[src/rtl/stopwatch_ctrl.sv]
// stopwatch_ctrl: run/pause/lap stopwatch FSM driving a 6-digit BCD MM:SS.cc chain from a 100 Hz prescaler
// Ports:
//   clk            system clock, rising edge
//   reset          asynchronous active-low reset
//   btn_start_stop 1-cycle pulse: IDLE/PAUSE -> RUN, RUN/LAP -> PAUSE
//   btn_lap        1-cycle pulse: RUN <-> LAP
//   btn_clear      1-cycle pulse: PAUSE -> IDLE with count zeroed
//   disp           {m1,m0,s1,s0,c1,c0} BCD, lap latch while in LAP
//   running        1 in RUN or LAP
//   lap_active     1 in LAP
//   tick           centisecond strobe, high in the cycle the count advances
//   wrap           high for one cycle together with the 00:00.00 after 59:59.99
module stopwatch_ctrl #(
  parameter int TICK_DIV = 500000
) (
  input  logic        clk,
  input  logic        reset,
  input  logic        btn_start_stop,
  input  logic        btn_lap,
  input  logic        btn_clear,
  output logic [23:0] disp,
  output logic        running,
  output logic        lap_active,
  output logic        tick,
  output logic        wrap
);
  localparam int PW = $clog2(TICK_DIV);
  localparam logic [PW-1:0] PMAX = PW'(TICK_DIV - 1);
  // per-digit maximum, m1..c0, same packing as disp
  localparam logic [23:0] DMAX = 24'h595999;
  typedef enum logic [1:0] {S_IDLE, S_RUN, S_PAUSE, S_LAP} state_t;
  state_t r_state, w_nxt;
  logic [PW-1:0] r_presc, w_presc;
  logic [23:0] r_dig, w_dig, r_latch, w_latch, r_disp;
  logic r_running, r_lap, r_tick, r_wrap;
  logic w_ss, w_lap, w_clr, w_cnt, w_tick, w_carry, w_nxt_cnt;
  // clear outranks start_stop, which outranks lap
  assign w_clr  = btn_clear;
  assign w_ss   = btn_start_stop & ~btn_clear;
  assign w_lap  = btn_lap & ~btn_start_stop & ~btn_clear;
  assign w_cnt  = r_state == S_RUN || r_state == S_LAP;
  assign w_tick = w_cnt && r_presc == PMAX;
  always_comb begin
    w_nxt = r_state;
    case (r_state)
      S_IDLE:  w_nxt = w_ss ? S_RUN : S_IDLE;
      S_RUN:   w_nxt = w_ss ? S_PAUSE : w_lap ? S_LAP : S_RUN;
      S_LAP:   w_nxt = w_ss ? S_PAUSE : w_lap ? S_RUN : S_LAP;
      default: w_nxt = w_clr ? S_IDLE : w_ss ? S_RUN : S_PAUSE;
    endcase
  end
  assign w_nxt_cnt = w_nxt == S_RUN || w_nxt == S_LAP;
  // prescaler keeps its phase across PAUSE so resuming does not shorten/lengthen a centisecond
  assign w_presc = w_nxt == S_IDLE ? '0 : !w_cnt ? r_presc : r_presc == PMAX ? '0 : r_presc + 1'b1;
  // cascaded synchronous increment: a digit steps only when every lower digit is at its maximum
  always_comb begin
    w_dig   = r_dig;
    w_carry = w_tick;
    for (int i = 0; i < 6; i++) begin
      if (w_carry) begin
        w_dig[4*i+:4] = r_dig[4*i+:4] == DMAX[4*i+:4] ? 4'd0 : r_dig[4*i+:4] + 4'd1;
        w_carry       = r_dig[4*i+:4] == DMAX[4*i+:4];
      end
    end
    if (r_state == S_PAUSE && w_clr)
      w_dig = '0;
  end
  // latch takes the post-increment count when lap coincides with a tick
  assign w_latch = (r_state == S_RUN && w_lap) ? w_dig : r_latch;
  always_ff @(posedge clk or negedge reset) begin
    if (!reset) begin
      r_state   <= S_IDLE;
      r_presc   <= '0;
      r_dig     <= '0;
      r_latch   <= '0;
      r_disp    <= '0;
      r_running <= 1'b0;
      r_lap     <= 1'b0;
      r_tick    <= 1'b0;
      r_wrap    <= 1'b0;
    end else begin
      r_state   <= w_nxt;
      r_presc   <= w_presc;
      r_dig     <= w_dig;
      r_latch   <= w_latch;
      r_disp    <= w_nxt == S_LAP ? w_latch : w_dig;
      r_running <= w_nxt_cnt;
      r_lap     <= w_nxt == S_LAP;
      r_tick    <= w_nxt_cnt && w_presc == PMAX;
      r_wrap    <= w_carry;
    end
  end
  assign disp       = r_disp;
  assign running    = r_running;
  assign lap_active = r_lap;
  assign tick       = r_tick;
  assign wrap       = r_wrap;
endmodule

[config.mk]
export PLATFORM = sky130hd
export DESIGN_NAME = stopwatch_ctrl
export DESIGN_NICKNAME = d
export VERILOG_FILES = /design/src/rtl/stopwatch_ctrl.sv
export SDC_FILE = /design/constraint.sdc
export NUM_CORES = 1
export LEC_CHECK = 0
export BUFFER_PORTS_ARGS = -buffer_cell sky130_fd_sc_hd__buf_2
export CAP_MARGIN = 40
export CORE_UTILIZATION = 35
export DETAILED_ROUTE_END_ITERATION = 10
export PLACE_DENSITY_LB_ADDON = 0.1
export SLEW_MARGIN = 20
export SYNTH_ARGS = -nofsm -noshare
export SYNTH_HDL_FRONTEND = slang
export SYNTH_SLANG_ARGS = --single-unit
[constraint.sdc]
create_clock -name clk -period 2.2 [get_ports clk]
set_input_delay 0.44 -clock clk [delete_from_list [all_inputs] [get_ports clk]]
set_output_delay 0.44 -clock clk [all_outputs]
set_load 0.01 [all_outputs]
## Yosys cells after proc, flatten, opt, wreduce, memory -nomap -nowiden

Index checks and enable logic that the tools add are counted.

- Add/sub/neg operators: 7
- Equal/unequal tests: 13
- Muxes and demuxes: 32
- Bitwise logic cells: 5
- Reduce and logical (&&, ||, !) cells: 8

Operators with widths:

| cell | number |
|---|---|
| 2-to-1 mux 24 bit | 3 |
| 2-to-1 mux 19 bit | 3 |
| 2-to-1 mux 4 bit | 12 |
| equality test 19 bit, second input constant | 2 |
| adder 4 x 1 -> 4 bit, second input constant | 6 |
| adder 19 x 1 -> 19 bit, second input constant | 1 |
| equality test 4 bit, second input constant | 4 |
| 2-to-1 mux 2 bit | 6 |
| equality test 4 x 3 -> 1 bit, second input constant | 2 |
| 2-to-1 mux 1 bit | 7 |
| equality test 2 bit, second input constant | 3 |
| one-hot mux 2 bit (3 select lines) | 1 |
| equality test 2 x 1 -> 1 bit, second input constant | 2 |
| logical AND 1 bit | 4 |
| logical NOT 2 bit | 2 |
| bitwise AND 1 bit | 3 |
| logical OR 1 bit | 2 |
| NOT 1 bit | 2 |

- Register bits after elaboration: 97
- Bits of input ports: 5

## Longest topological paths before layout

Gate-level depths: netlist of run 1.

- Word-level depth: 12
- Depth in mapped cells: 8
- Gate-level depth less buffers: 6

## Worst setup path after synthesis of run 1

No wires, ideal clock.

- Kind: register to register
- Start point: register r_presc[0]
- End point: register r_tick (netlist: tick)
- Setup time: 96 ps
- Arrival: 2,127 ps
- Data required time: 2,104 ps
- Slack: -23 ps
- Stages on the path, launching flop included: 8
- Path buffers: 1
- Clock period less this slack: 2,223 ps
- Cells stage by stage: dfrtp_1 > ha_1 > inv_2 > or4_1 > buf_2 > or3_1 > a221o_1 > nor4_2

- Cells in the longest elaborated chain, start to end: 6

Ends and longest elaborated chain:

| what | line | source |
|---|---|---|
| start, declared | 33 | `logic [PW-1:0] r_presc, w_presc;` |
| start signal, assigned | 83 | `r_presc <= w_presc;` |
| adder 19 x 1 -> 19 bit / equality test 19 bit (equally long branches) | 54 | `assign w_presc = w_nxt == S_IDLE ? '0 : !w_cnt ? r_presc : r_presc == PMAX ? '0 : r_presc + 1'b1;` |
| 2-to-1 mux 19 bit | 54 |  |
| 2-to-1 mux 19 bit (*) (2 in series) | 54 |  |
| equality test 19 bit (*) | 89 | `r_tick <= w_nxt_cnt && w_presc == PMAX;` |
| logical AND 1 bit (*) | 89 |  |
| end signal, assigned | 79 | `r_tick <= 1'b0;` |
| end signal, assigned | 89 |  |
| end, declared | 35 | `logic r_running, r_lap, r_tick, r_wrap;` |

Mark *: on every way between the ends. The rest lies on a longest branch, timed or not.

## Final worst setup path of run 1

- Start point: register r_presc[3]
- End point: register r_tick (netlist: tick)

Same word-level chain as after synthesis.

==> reports/metrics.cfg, run 1 <==
[synthesis]
synth_common_cells = dfrtp_1, nand2_1, o21ai_0
synth.most_common_cell = dfrtp_1
synth.avg_cell_area_um2 = 9.80
synth_seq_cells = 96
synth_edf_count = 0
synth_area_leaders = dfrtp_1, o21ai_0, nand2_1
synthesis.nets = 490
yosys_warnings = 0
netlist_area_um2 = 4740
yosysSeqAreaShare_pct = 50.7
synth_cell_types = 64
synth_cells = 484
synth_top_area_share_pct = 50.7
async_flop_share_pct = 100
synth_ff_type = dfrtp_1
synth.largest_area_cell = dfrtp_1

[finish]
fin_area_um2 = 5810
final_cells = 735
nets = 560
num_antenna_cells = 0
regArea_um2 = 2410
nFillCells = 1310
area_growth_pct = 22.6
drive_above_1_share_pct = 24.0
multi_input_area_um2 = 2180

[setup_path]
critPathMaxFanout = 7
slowest_delay_ns = 0.55
endpoint_kind = register
reg2reg_to = tick
rr_worst_depth = 5
required_ns = 2.45
worstSetupPathType = register to register
cp_data_arrival_time_ns = 2.35
path_delay_family = simple AND/OR/NAND/NOR gates
reg2reg_slack_ns = 0.10
path_cells = nand4_4 > or4_1 > or3_1 > a221o_1 > nor4_2
worst_setup_path_start_kind = register
worst-path-buf-inv = 0
r2r_start = r_presc[3]
crit_path_top_delay_cell = or4_1

[global_route]
first_global_vias = 3667
grt_pass1_wl_um = 18700
antenna_found_initial = 0
grt_start_max_net_pins = 41
overflow = 0
grt_util_all_layers_pct = 17.1

[power_and_ir_drop]
power_mw = 6.61
power.density_nw_per_um2 = 1140
ir_drop_mv = 0.524
leakagePower_nw = 2.55

[timing]
hold_viol = 0
setup_violations = 0
holdWs_ns = 0.0502
tightest_slew_ns = 0.479
rsz0062_at_grt = no
finalMaxSlewViolations = 0
clock.fmax_ghz = 0.477
period_needed_ns = 2.10
slew_headroom_pct = 68.1
finClkSkew_ns = 0.00663
tns_ns = 0
timing.final.crit_share_pct = 95.3

[detailed_routing]
drc = 0
drt-initial-drc-count = 255
wirelength_um = 11100
viasPerCell = 5.15
ant_nets = 0
route.vias.total = 3782
dr.pass1.iters = 4
post_drt_wl_per_cell_um = 15.2

[floorplanning]
fp-row-count = 42
die_height_um = 118
core_area_um2 = 13200
start_util_pct = 35.8
die-area_um2 = 14000
die_w_um = 118
io_pins = 33

[outcome]
outcome = completed

[clocking]
cts_buffers = 9
cts.sinks = 96
clk_path_buf_depth = 2
clock_latency_ns = 0.35
path_clk_slew_ns = 0.07
cts_tree = yes
cts-root-buf = clkbuf_16
h-tree-depth = 3

[job]
maxCapViolations = 0

[placement]
io_buffers = 32
place_area_um2 = 5410
dp_cells = 712
place_congestion = 0.808
hpwlAfterDp_um = 7620

[worst_hold_path]
hold_class = input port to async pin

worst register-to-register path: cells and delay by family (launching register included):
kind / cells / cell delay [ns]
and+or+nand+nor: 4 / 1.22
DFF: 1 / 0.44
AOI/OAI and AO/OA: 1 / 0.34
power by group:
part | internal [mW] | switching [mW]
clock network | 1.06 | 0.682
logic | 0.949 | 1.21
registers | 2.37 | 0.351
layout by cell type, fill, tap and decap left out, types with 3 or more instances in the layout:
cell type / instances
dfrtp_1: 93
buf_4: 56
nand2_1: 52
o21ai_0: 42
nor2_1: 41
buf_2: 31
xnor2_1: 18
a21oi_1: 17
nand4_1: 15
inv_1: 14
nor4_1: 13
nand3_1: 11
o31ai_1: 10
xor2_1: 9
clkbuf_16: 9
mux2i_1: 6
nor3_1: 6
mux2_2: 6
nand2b_1: 5
nor4bb_1: 5
and3b_1: 5
or4_1: 5
a31oi_1: 5
or3_1: 5
nor3b_1: 4
and2_1: 4
nor2b_1: 4
and3_1: 4
and4_1: 3
nor4b_1: 3
dfrtp_2: 3
state kept, by name, indices dropped and copies added (netlist names):
name and count:
r_presc 19, disp 24, r_latch 24, lap_active 1, tick 1, wrap 1, r_state 1, running 1
r_dig 24
final cells by class:
type,count,area share [%]
inverters,15,0.969
clock inverters,5,1.36
well taps,176,3.79
flip-flops and latches,96,41.4
clock buffers,11,4.35
repair buffers,89,10.6
multi-input cells,343,37.5
repair_timing:
action	in CTS	in global routing
resized for setup	0	6
hold buffers	0	0
setup endpoints to repair	0	9
buffers inserted	0	7
cells by family (layout without fill, tap and decap cells):
kind of cell	Yosys count	after routing	synth area share [%]
buffers and inverters	45	120	3.85
XOR/XNOR	27	27	4.99
AO/OA/AOI/OAI	100	100	13.2
AND/OR/NAND/NOR	202	202	24.1
adder cells (fa/ha/maj)	1	1	0.264
multiplexers	13	13	2.90
flip-flops	96	96	50.7
metrics by stage:
stage	utilization, %	setup slack, ns
after global placement	40.8	0.0823
after CTS	43.3	0.0605
after global routing	43.9	0.000502
after detailed placement	40.8	0.0648
final	43.9	0.103
after floorplan	-	0.00839
per-layer routing:
metal,part of all wire (%),global-route usage (%),vias up
met3,3.3,3.76,20
met4,2.5,7.91,0
li1,-,-,1874
met1,49,23.6,1823
met5,0,0,-
met2,45,25.6,65
how the worst max path moves through the flow:
stage,cells after the start,to,start
3_5_place_dp,5,tick,r_presc[2]
4_1_cts,5,tick,r_presc[2]
5_1_grt,6,disp[14],r_dig[2]
3_3_place_gp,7,r_latch[21],r_dig[11]
6_report,5,tick,r_presc[3]
2_1_floorplan,7,tick,r_presc[0]
Power figures use the tool's default switching activity.
==> run 2: changes to the inputs <==
- PLACE_DENSITY: unset -> 0.55
- PLACE_DENSITY_LB_ADDON: 0.1 -> unset
- SLEW_MARGIN: 20 -> 25
- clock period: 2.2 -> 2.25 ns (I/O delays scaled with it)
==> reports/metrics.cfg, run 2 (same netlist as run 1, synthesis figures left out) <==
[setup_path]
endpoint_kind = register
worst-path-buf-inv = 0
slowest_delay_ns = 0.55
crit_path_top_delay_cell = or4_1
required_ns = 2.50
worst_setup_path_start_kind = register
cp_data_arrival_time_ns = 2.43
path_cells = nand4_4 > or4_1 > or3_1 > a221o_1 > nor4_2
path_delay_family = simple AND/OR/NAND/NOR gates
reg2reg_slack_ns = 0.07
worstSetupPathType = register to register
critPathMaxFanout = 7

[timing]
tightest_slew_ns = 0.502
finalMaxSlewViolations = 0
clock.fmax_ghz = 0.460
finalWorstSetupSlack_ns = 0.0741
setup_violations = 0
timing.final.crit_share_pct = 96.7
slew_headroom_pct = 66.5
holdWs_ns = 0.0477
finClkSkew_ns = 0.00647
hold_viol = 0
period_needed_ns = 2.18

[clocking]
clk_path_buf_depth = 2
h-tree-depth = 3
cts_buffers = 9
cts-root-buf = clkbuf_16
cts_tree = yes
cts.sinks = 96
clock_latency_ns = 0.35
cts_setup_buffers = 0
path_clk_slew_ns = 0.07
ctsHoldBuffers = 0

[detailed_routing]
ant_nets = 0
route.vias.total = 3771
dr.pass1.iters = 4
viasPerCell = 5.23
wirelength_um = 11000
post_drt_wl_per_cell_um = 15.3
drc = 0
drt-initial-drc-count = 231

[placement]
place_congestion = 0.855
dp_slack_ns = 0.0468
io_buffers = 32
hpwlAfterDp_um = 7740

[floorplanning]
start_util_pct = 35.8
core_area_um2 = 13200
die_height_um = 118
fp-row-count = 42
die_w_um = 118
die-area_um2 = 14000
io_pins = 33

[global_route]
overflow = 0
grt_start_max_net_pins = 37
first_global_vias = 3734
grt_pass1_wl_um = 18800
antenna_found_initial = 0
grt_util_all_layers_pct = 17.1

[power_and_ir_drop]
leakagePower_nw = 2.48
power_mw = 6.39
ir_drop_mv = 0.411
power.density_nw_per_um2 = 1120

[finish]
final_common_cell = dfrtp_1
area_growth_pct = 20.6
final_cell_mix = dfrtp_1, nand2_1, o21ai_0, buf_4, nor2_1
regArea_um2 = 2400
nets = 546
multi_input_area_um2 = 2190
num_antenna_cells = 0
nFillCells = 1312
drive_above_1_share_pct = 22.0

[worst_hold_path]
hold_class = input port to async pin

[job]
maxCapViolations = 0

[outcome]
outcome = completed

## run 2: cell count changes in the layout (fill, tap and decap cells not counted), sizes merged
cell	delta
clkinv	-1
bufinv	+1
clkbuf	-1
buf	-14
clkinvlp	+1
## run 2: worst register-to-register path: cells and delay by family, from the launching register on
family | cells | cell delay [ns]
AOI/OAI and AO/OA | 1 | 0.38
DFF | 1 | 0.43
and+or+nand+nor | 4 | 1.26
## run 2: timing repair
action | CTS | global route
endpoints found under the hold margin | 0 | 0
gates resized for setup | 0 | 7
setup endpoints to repair | 0 | 14
## run 2: path summary, 6_finish.rpt
path / depth (start not counted) / from / to
hold reg to reg: 2 / r_latch[16] / r_latch[16]
setup / recovery: 5 / r_presc[3] / tick
hold / removal: 1 / reset / r_latch[16]
setup reg to reg: 5 / r_presc[3] / tick
max in group asynchronous: 2 / reset / r_presc[13]
min in group clk: 2 / btn_start_stop / r_state[1]
## run 2: stage by stage
| step | cells | TNS [ns] | util [%] | cell area (um2) |
|---|---|---|---|---|
| floorplan | 484 | 0 | - | 4740 |
| global placement | 705 | 0 | 40.4 | 5350 |
| detailed placement | 705 | 0 | 40.4 | 5350 |
| CTS | 721 | 0 | 42.9 | 5690 |
| global route | 721 | -0.0949 | 43.2 | 5720 |
| finish | 721 | 0 | 43.2 | 5720 |
## run 2: report_power, final
group | internal (mW) | switching [mW] | leakage, nW | total, mW
combinational | 0.831 | 1.14 | 1.06 | 1.97
clock | 1.08 | 0.663 | 0.162 | 1.75
sequential | 2.31 | 0.360 | 1.26 | 2.67
total | 4.23 | 2.17 | 2.48 | 6.39
## run 2: area by class of cell
cell class | instances | share of cell area [%]
inverters | 15 | 0.985
well taps | 176 | 3.85
repair buffers | 75 | 8.93
flip-flops and latches | 96 | 42.1
clock inverters | 6 | 1.88
clock buffers | 10 | 4.00
multi-input cells | 343 | 38.3
## run 2: per-layer routing
metal  track usage [%]  up-vias  wire length (um)
li1                  -     1846                 -
met3              2.75       17               271
met2              27.5       64              5130
met1              22.6     1844              5350
met4              8.15        0               290
met5                 0        -                 0
